**src/rtl/uart_pkg.sv**
```systemverilog
// Shared UART definitions used by both the TX and RX sides of the serial link.
package uart_pkg;
    localparam int DATA_BITS   = 8;
    localparam int PARITY_NONE = 0;
    localparam int PARITY_EVEN = 1;
    localparam int PARITY_ODD  = 2;

    typedef enum logic [2:0] {
        ST_IDLE,
        ST_FETCH,
        ST_LOAD,
        ST_START,
        ST_DATA,
        ST_PARITY,
        ST_STOP
    } tx_state_e;

    function automatic logic parity_of(input logic [DATA_BITS-1:0] d, input int mode);
        return (mode == PARITY_ODD) ? ~(^d) : ^d;
    endfunction
endpackage

```
**src/rtl/uart_bit_timer.sv**
```systemverilog
// Free-running bit-period counter; tick_o marks the last cycle of each bit, clr_i restarts it.
module uart_bit_timer #(
    parameter int CLKS_PER_BIT = 868
) (
    input  logic clk,
    input  logic reset,
    input  logic clr_i,
    output logic tick_o
);
    localparam int CW = (CLKS_PER_BIT > 1) ? $clog2(CLKS_PER_BIT) : 1;
    localparam logic [CW-1:0] LAST = CW'(CLKS_PER_BIT - 1);

    logic [CW-1:0] cnt_q;

    always_ff @(posedge clk or posedge reset) begin
        if (reset)                       cnt_q <= '0;
        else if (clr_i || cnt_q == LAST) cnt_q <= '0;
        else                             cnt_q <= cnt_q + 1'b1;
    end

    assign tick_o = (cnt_q == LAST) && !clr_i;
endmodule

```
**src/rtl/uart_tx_engine.sv**
```systemverilog
// Pops one byte per frame from the UART FIFO and serialises it (start, 8 data LSB-first,
// optional parity, stop). New frames start only while enable is high; a running frame always completes.
module uart_tx_engine
    import uart_pkg::*;
#(
    parameter int CLKS_PER_BIT = 868,
    parameter int PARITY       = PARITY_NONE,
    parameter int STOP_BITS    = 1
) (
    input  logic       clk,
    input  logic       reset,
    input  logic       enable,
    input  logic       fifo_empty,
    input  logic [7:0] fifo_rd_data,
    output logic       fifo_rd_en,
    output logic       tx,
    output logic       busy,
    output logic       done
);
    tx_state_e      state_q;
    logic [7:0]     shift_q;
    logic [2:0]     idx_q;
    logic           par_q;
    logic           stop_q;
    logic           tx_q, rd_en_q, busy_q, done_q;
    logic           bit_tick;

    // Timer restarts in LOAD so the start bit gets a full bit period from the falling edge.
    uart_bit_timer #(.CLKS_PER_BIT(CLKS_PER_BIT)) u_timer (
        .clk    (clk),
        .reset  (reset),
        .clr_i  (state_q == ST_LOAD),
        .tick_o (bit_tick)
    );

    always_ff @(posedge clk or posedge reset) begin
        if (reset) begin
            state_q <= ST_IDLE;
            shift_q <= '0;
            idx_q   <= '0;
            par_q   <= 1'b0;
            stop_q  <= 1'b0;
            tx_q    <= 1'b1;
            rd_en_q <= 1'b0;
            busy_q  <= 1'b0;
            done_q  <= 1'b0;
        end else begin
            done_q <= 1'b0;
            unique case (state_q)
                ST_IDLE: begin
                    tx_q <= 1'b1;
                    if (enable && !fifo_empty) begin
                        state_q <= ST_FETCH;
                        rd_en_q <= 1'b1;
                        busy_q  <= 1'b1;
                    end
                end
                ST_FETCH: begin
                    rd_en_q <= 1'b0;
                    state_q <= ST_LOAD;
                end
                ST_LOAD: begin
                    shift_q <= fifo_rd_data;
                    par_q   <= parity_of(fifo_rd_data, PARITY);
                    idx_q   <= '0;
                    stop_q  <= 1'b0;
                    tx_q    <= 1'b0;
                    state_q <= ST_START;
                end
                ST_START: if (bit_tick) begin
                    tx_q    <= shift_q[0];
                    state_q <= ST_DATA;
                end
                // shift_q[0] is the bit on the line, so the next bit is always shift_q[1].
                ST_DATA: if (bit_tick) begin
                    if (idx_q == 3'(DATA_BITS - 1)) begin
                        if (PARITY != PARITY_NONE) begin
                            tx_q    <= par_q;
                            state_q <= ST_PARITY;
                        end else begin
                            tx_q    <= 1'b1;
                            state_q <= ST_STOP;
                        end
                    end else begin
                        tx_q    <= shift_q[1];
                        shift_q <= shift_q >> 1;
                        idx_q   <= idx_q + 3'd1;
                    end
                end
                ST_PARITY: if (bit_tick) begin
                    tx_q    <= 1'b1;
                    state_q <= ST_STOP;
                end
                ST_STOP: if (bit_tick) begin
                    if (int'(stop_q) == STOP_BITS - 1) begin
                        done_q  <= 1'b1;
                        busy_q  <= 1'b0;
                        state_q <= ST_IDLE;
                    end else begin
                        stop_q <= 1'b1;
                    end
                end
                default: state_q <= ST_IDLE;
            endcase
        end
    end

    assign fifo_rd_en = rd_en_q;
    assign tx         = tx_q;
    assign busy       = busy_q;
    assign done       = done_q;
endmodule
```
**config.mk**
```make
export PLATFORM = sky130hd
export DESIGN_NAME = uart_tx_engine
export DESIGN_NICKNAME = d
export VERILOG_FILES = /design/src/rtl/uart_pkg.sv /design/src/rtl/uart_bit_timer.sv /design/src/rtl/uart_tx_engine.sv
export SDC_FILE = /design/constraint.sdc
export NUM_CORES = 1
export LEC_CHECK = 0
export ABC_AREA = 1
export ABC_CLOCK_PERIOD_IN_PS = 1700
export BUFFER_PORTS_ARGS = -buffer_cell sky130_fd_sc_hd__buf_2
export CORE_MARGIN = 5
export CORE_UTILIZATION = 45
export DETAILED_ROUTE_END_ITERATION = 16
export PLACE_DENSITY_LB_ADDON = 0.25
export SKIP_CTS_REPAIR_TIMING = 1
export SYNTH_ARGS = -nofsm -noshare
export SYNTH_HDL_FRONTEND = slang
export SYNTH_HIERARCHICAL = 1
export SYNTH_SLANG_ARGS = --single-unit
```
**constraint.sdc**
```tcl
create_clock -name clk -period 1.7 [get_ports clk]
set_input_delay 0.085 -clock clk [delete_from_list [all_inputs] [get_ports clk]]
set_output_delay 0.085 -clock clk [all_outputs]
set_load 0.03 [all_outputs]
```
==> reports/results.ini, run 1 <==
[clocking]
ctsRootBufferMaster=clkbuf_8
h-tree-depth=2
clock_sinks=29
clockBufferDepth=2
clk_pin_slew_ns=0.07
clock_latency_ns=0.28
cts_tree=yes
cts_buffers=5

[synthesis]
synth-main-ff-cell=dfrtp_1
yosysUniqueCellTypes=29
synth_commonest_cells=nand2_1 (56), inv_1 (29), dfrtp_1 (28)
yosysMostFrequentCell=nand2_1
syn_area_um2=1700
ys_async_sr_fraction_pct=100
seq_area_frac_synth_pct=42.8
synth_top_area_share_pct=41.2
ys_warn_count=6
ys_top_cells_by_area=dfrtp_1 (41%), nand2_1 (12%), inv_1 (6.4%), nor2_1 (4.9%), nand3_1 (4.4%)
avgSynthCellArea_um2=7.73
synth_seq_cells=29
syn_nets=235
synthCells=220
synth_edf_count=0
yosys.area.top_type=dfrtp_1

[sta]
post-route-period-util_pct=97.1
rsz0062_at_grt=true
finalHoldViolCount=0
setup_viol=0
worst_slack_ns=0.0497
relSlewSlack_pct=74.4
max_freq_mhz=606
drv_slew=0
post-route-min-period_ns=1.65
tightest_slew_ns=0.384
finClkSkew_ns=0.00411

[pwr]
pwr-share-seq_pct=35.6
swShare_pct=39.6
power_density_nw_per_um2=1340
power_leakage_nw=1.07
share_comb_of_total_power_pct=44.6
p_switching_w=0.00112
p_clk_share_pct=19.8
internal_power_w=0.00170
ir_drop_mv=0.751

[finish]
area_growth_pct=23.7
diodes=0
fin_nets=274
drive_gt1_share_pct=33.5
fin_cells=308

[routing]
wl_mm=3.55
drtAntennaViolNets=0
drt_first_iter_violations=54
drtPass1Iterations=4
drc=0
dr_total_vias=1470
vias_per_cell=4.77
routedWlPerCell_um=11.5

[placement]
io_buffers=15
globalplace.congestion=0.824
dp_cells=291
place_hpwl_mm=2.50
dpl_worst_slack_ns=-0.00681

[worst_setup_path]
worstPathMaxFanout=8
worstSetupEndpointType=flop
critical_path_class=reg2reg
crit_arrival_ns=1.83
critPathRequiredTime_ns=1.88
crit_path_start_kind=flop

[hold_path]
hold_class=in2reg

[floorplan]
core_area_um2=3660
die_h_um=71.5
die_x_um=71.5
design.die.area_um2=5110
ios=16
start_util_pct=46.4
row_count=22

[grt]
grt_usage_pct=13.9
grt_antenna_before_repair=0
grt_pass1_vias=1338
grt-ovfl-total=0
grt_max_degree=15
grt_pass1_wl_mm=5.62

[run]
max-cap-violations=0

[run_status]
outcome=finished, final reports clean

[per-layer routing]
layer,up-vias,routed length (um),global-route usage [%]
li1,761,-,-
met1,688,1620,16.7
met2,14,1750,22.4
met3,7,119,4.49
met4,0,63,6.26
met5,-,0,0
[final timing paths]
path	start	to	slack (ns)	cells past startpoint
min	fifo_rd_data[7]	shift_q[7]	0.07	3
max in group asynchronous	reset	tx	0.85	4
min in group asynchronous	reset	fifo_rd_en	0.30	3
min reg2reg	idx_q[1]	idx_q[1]	0.48	2
max	u_timer/cnt_q[1]	shift_q[3]	0.05	9
max reg2reg	u_timer/cnt_q[1]	shift_q[3]	0.05	9
[area by class of cell]
cell class	count	area, um2
Clock buffer	5	68.8
Multi-Input combinational cell	151	841
Clock inverter	3	17.5
Timing Repair Buffer	36	235
Timing Repair inverter	1	8.76
Sequential cell	29	728
Fill cell	334	1560
Tap cell	48	60.1
Inverter	35	144
[cell usage in the layout, fill, tap and decap left out, types with 7 or more instances in the layout]
| cell type | count |
|---|---|
| nor2_1 | 19 |
| inv_1 | 29 |
| nand3_1 | 13 |
| nand2_1 | 52 |
| nand2_2 | 12 |
| buf_4 | 20 |
| nor2_2 | 7 |
| o21ai_0 | 13 |
| dfrtp_1 | 27 |
| buf_2 | 15 |
[power groups by stage]
stage | Clock [W] | Sequential, W | Combinational [W]
global placement | 0 | 0.000987 | 0.00105
finish | 0.000559 | 0.00100 | 0.00126
detailed placement | 0 | 0.000995 | 0.00106
global route | 0.000610 | 0.00102 | 0.00140
floorplan | 0 | 0.00105 | 0.000761
CTS | 0.000581 | 0.000983 | 0.00107
[kinds of logic (layout without fill, tap and decap cells)]
| family | count (synthesis) | in the layout | share of synthesized area [%] |
|---|---|---|---|
| xor+xnor | 3 | 3 | 1.55 |
| compound gates | 26 | 26 | 9.42 |
| buf+inv | 40 | 80 | 11.0 |
| flops | 29 | 29 | 42.8 |
| simple gates | 119 | 119 | 33.1 |
| fa+ha+maj | 3 | 3 | 2.21 |
[stage by stage]
stage	TNS (ns)	hold WS [ns]	total power, W	instance area (um2)	util [%]
after floorplan	0	-0.0748	0.00182	1700	-
after global placement	0	0.0570	0.00204	1880	51.4
after detailed placement	-0.00789	0.0634	0.00206	1880	51.4
after CTS	-0.0467	-0.249	0.00263	1970	53.8
after global routing	-0.839	0.0825	0.00303	2100	57.5
final	0	0.0677	0.00282	2100	57.5
[registers in the layout, summed over array words and instances (netlist names)]
signal / count
fifo_rd_en: 1
u_timer/cnt_q: 10
done: 1
stop_q: 1
shift_q: 8
tx: 1
busy: 1
idx_q: 3
state_q: 3
[critical path: stages, from the launching register on]
cell and delay (ns):
dfrtp_1 0.41, ha_4 0.17, nand4_1 0.10, nor3_2 0.19, buf_4 0.18, nand2_2 0.06, nand2_2 0.07, nand3_4 0.17
inv_6 0.14, o21ai_2 0.06
Note: power is estimated with default switching activity, not from simulation.
==> inputs of run 2 (changes only) <==
- BUFFER_PORTS_ARGS: -buffer_cell sky130_fd_sc_hd__buf_2 -> not set
- DONT_BUFFER_PORTS: not set -> 1
==> reports/results.ini, run 2 (same netlist as run 1, synthesis figures left out) <==
[hold_path]
hp-start=enable
hold_class=in2reg

[clocking]
cts_tree=yes
h-tree-depth=2  ; unchanged
cts_buffers=5  ; unchanged
ctsRootBufferMaster=clkbuf_8
clk_pin_slew_ns=0.06  ; about the same
clock_latency_ns=0.28  ; about the same
clock_sinks=29  ; unchanged
clockBufferDepth=2  ; unchanged

[floorplan]
core_area_um2=3660  ; unchanged
design.die.area_um2=5110  ; unchanged
ios=16  ; unchanged
start_util_pct=46.4  ; unchanged
row_count=22  ; unchanged
die_x_um=71.5  ; unchanged
die_h_um=71.5  ; unchanged

[finish]
fin_cells=292  ; -5.2%
final_common_cell=nand2_1
drive_gt1_share_pct=29.9  ; -3.5 points
fin_nets=258  ; -5.8%
largest_reg_flops=10  ; unchanged
diodes=0  ; unchanged
mostFrequentLayoutCells=nand2_1 (50), dfrtp_1 (27), inv_1 (26)
largest_register=u_timer/cnt_q
area_growth_pct=18.3
top_regs=u_timer/cnt_q x10, shift_q x8

[sta]
setup_viol=0  ; unchanged
worst_slack_ns=0.0945  ; +0.0448 ns
max_freq_mhz=623  ; +2.8%
finClkSkew_ns=0.00405  ; -0.0000565 ns
post-route-period-util_pct=94.4  ; -2.6 points
setup_tns_ns=0  ; unchanged
tightest_slew_ns=0.746  ; +0.362 ns
relSlewSlack_pct=50.2  ; -24 points
hold_ws_ns=0.00638  ; -0.0613 ns
post-route-min-period_ns=1.61  ; -0.0448 ns
drv_slew=0  ; unchanged
finalHoldViolCount=0  ; unchanged
rsz0062_at_grt=true

[worst_setup_path]
crit_arrival_ns=1.81  ; -0.02 ns
critPathRequiredTime_ns=1.91  ; +0.03 ns
crit_path_start=u_timer/cnt_q[6]
r2r-start=u_timer/cnt_q[6]
crit_path_start_kind=flop
worstPathMaxFanout=8  ; unchanged
worstSetupEndpointType=flop
critical_path_class=reg2reg

[pwr]
swShare_pct=39.1  ; -0.52 points
power_density_nw_per_um2=1310  ; -2.1%
pwr-share-seq_pct=39.2  ; +3.6 points
ir_drop_mv=0.794  ; +5.8%
finalPower_w=0.00264  ; -6.3%
power_leakage_nw=1.01  ; -5.8%
p_clk_share_pct=20.3  ; +0.5 points
share_comb_of_total_power_pct=40.5  ; -4.1 points
p_switching_w=0.00103  ; -7.6%
internal_power_w=0.00161  ; -5.5%

[routing]
routedWlPerCell_um=11.6  ; +0.97%
dr_total_vias=1421  ; -3.3%
vias_per_cell=4.87  ; +2.0%
wl_mm=3.40  ; -4.3%
drtPass1Iterations=4  ; unchanged
drc=0  ; unchanged
drtAntennaViolNets=0  ; unchanged
drt_first_iter_violations=79  ; +46%

[placement]
place_hpwl_mm=2.49  ; -0.48%
dp_cells=275  ; -5.5%
dpl_worst_slack_ns=0.0453  ; +0.0521 ns
globalplace.congestion=0.903  ; +9.5%
io_buffers=0  ; -15

[grt]
grt_antenna_before_repair=0  ; unchanged
grt_pass1_vias=1365  ; +2.0%
grt_usage_pct=14.2  ; +0.33 points
grt_pass1_wl_mm=5.73  ; +2.1%
grt_max_degree=20  ; +5
grt-ovfl-total=0  ; unchanged

[run_status]
outcome=finished, final reports clean

[run]
max-cap-violations=0  ; unchanged

-- run 2: power groups by stage --
stage / registers [W] / logic [W] / clock network, W
after CTS: 0.00103 / 0.00100 / 0.000561
after detailed placement: 0.00104 / 0.00100 / 0
after global placement: 0.00103 / 0.000988 / 0
after global routing: 0.00105 / 0.00120 / 0.000587
after floorplan: 0.00105 / 0.000761 / 0
final: 0.00103 / 0.00107 / 0.000535
-- run 2: critical path: stages, from the launching register on --
cell	delay [ns]
dfrtp_1	0.38
inv_2	0.05
nor2_2	0.10
nand4_1	0.12
nor3_2	0.18
buf_4	0.17
nand2_2	0.05
nand2_2	0.07
nand3_4	0.16
inv_8	0.13
nand2_2	0.06
o21ai_2	0.06
-- run 2: metal layers --
| layer | track usage (%) | share of wire [%] | vias up |
|---|---|---|---|
| met4 | 5.43 | 2.5 | 0 |
| met3 | 5.05 | 4.4 | 10 |
| met5 | 0 | 0 | - |
| met2 | 23.8 | 49 | 21 |
| li1 | - | - | 733 |
| met1 | 16.6 | 44 | 657 |
-- run 2: cell type report --
| cell class | instances | area (um2) |
|---|---|---|
| fillers | 366 | 1650 |
| multi-input cells | 151 | 832 |
| flip-flops and latches | 29 | 728 |
| repair buffers | 20 | 159 |
| inverters | 35 | 141 |
| clock buffers | 6 | 72.6 |
| well taps | 48 | 60.1 |
| clock inverters | 2 | 10.0 |
| repair inverters | 1 | 8.76 |
-- run 2: path summary, 6_finish.rpt --
kind	end	slack [ns]	cells past startpoint
worst max-delay path	shift_q[2]	0.09	11
worst min-delay path	fifo_rd_en	0.006	2
worst max register to register	shift_q[2]	0.09	11
worst min register to register	idx_q[2]	0.48	2
max in group asynchronous	state_q[1]	0.78	2
min in group asynchronous	u_timer/cnt_q[5]	0.25	2
-- run 2: through the flow --
| step | area [um2] | utilization, % |
|---|---|---|
| 5_1_grt | 2010 | 55.0 |
| 3_5_place_dp | 1800 | 49.1 |
| 2_1_floorplan | 1700 | - |
| 4_1_cts | 1880 | 51.4 |
| 6_report | 2010 | 55.0 |
| 3_3_place_gp | 1800 | 49.1 |
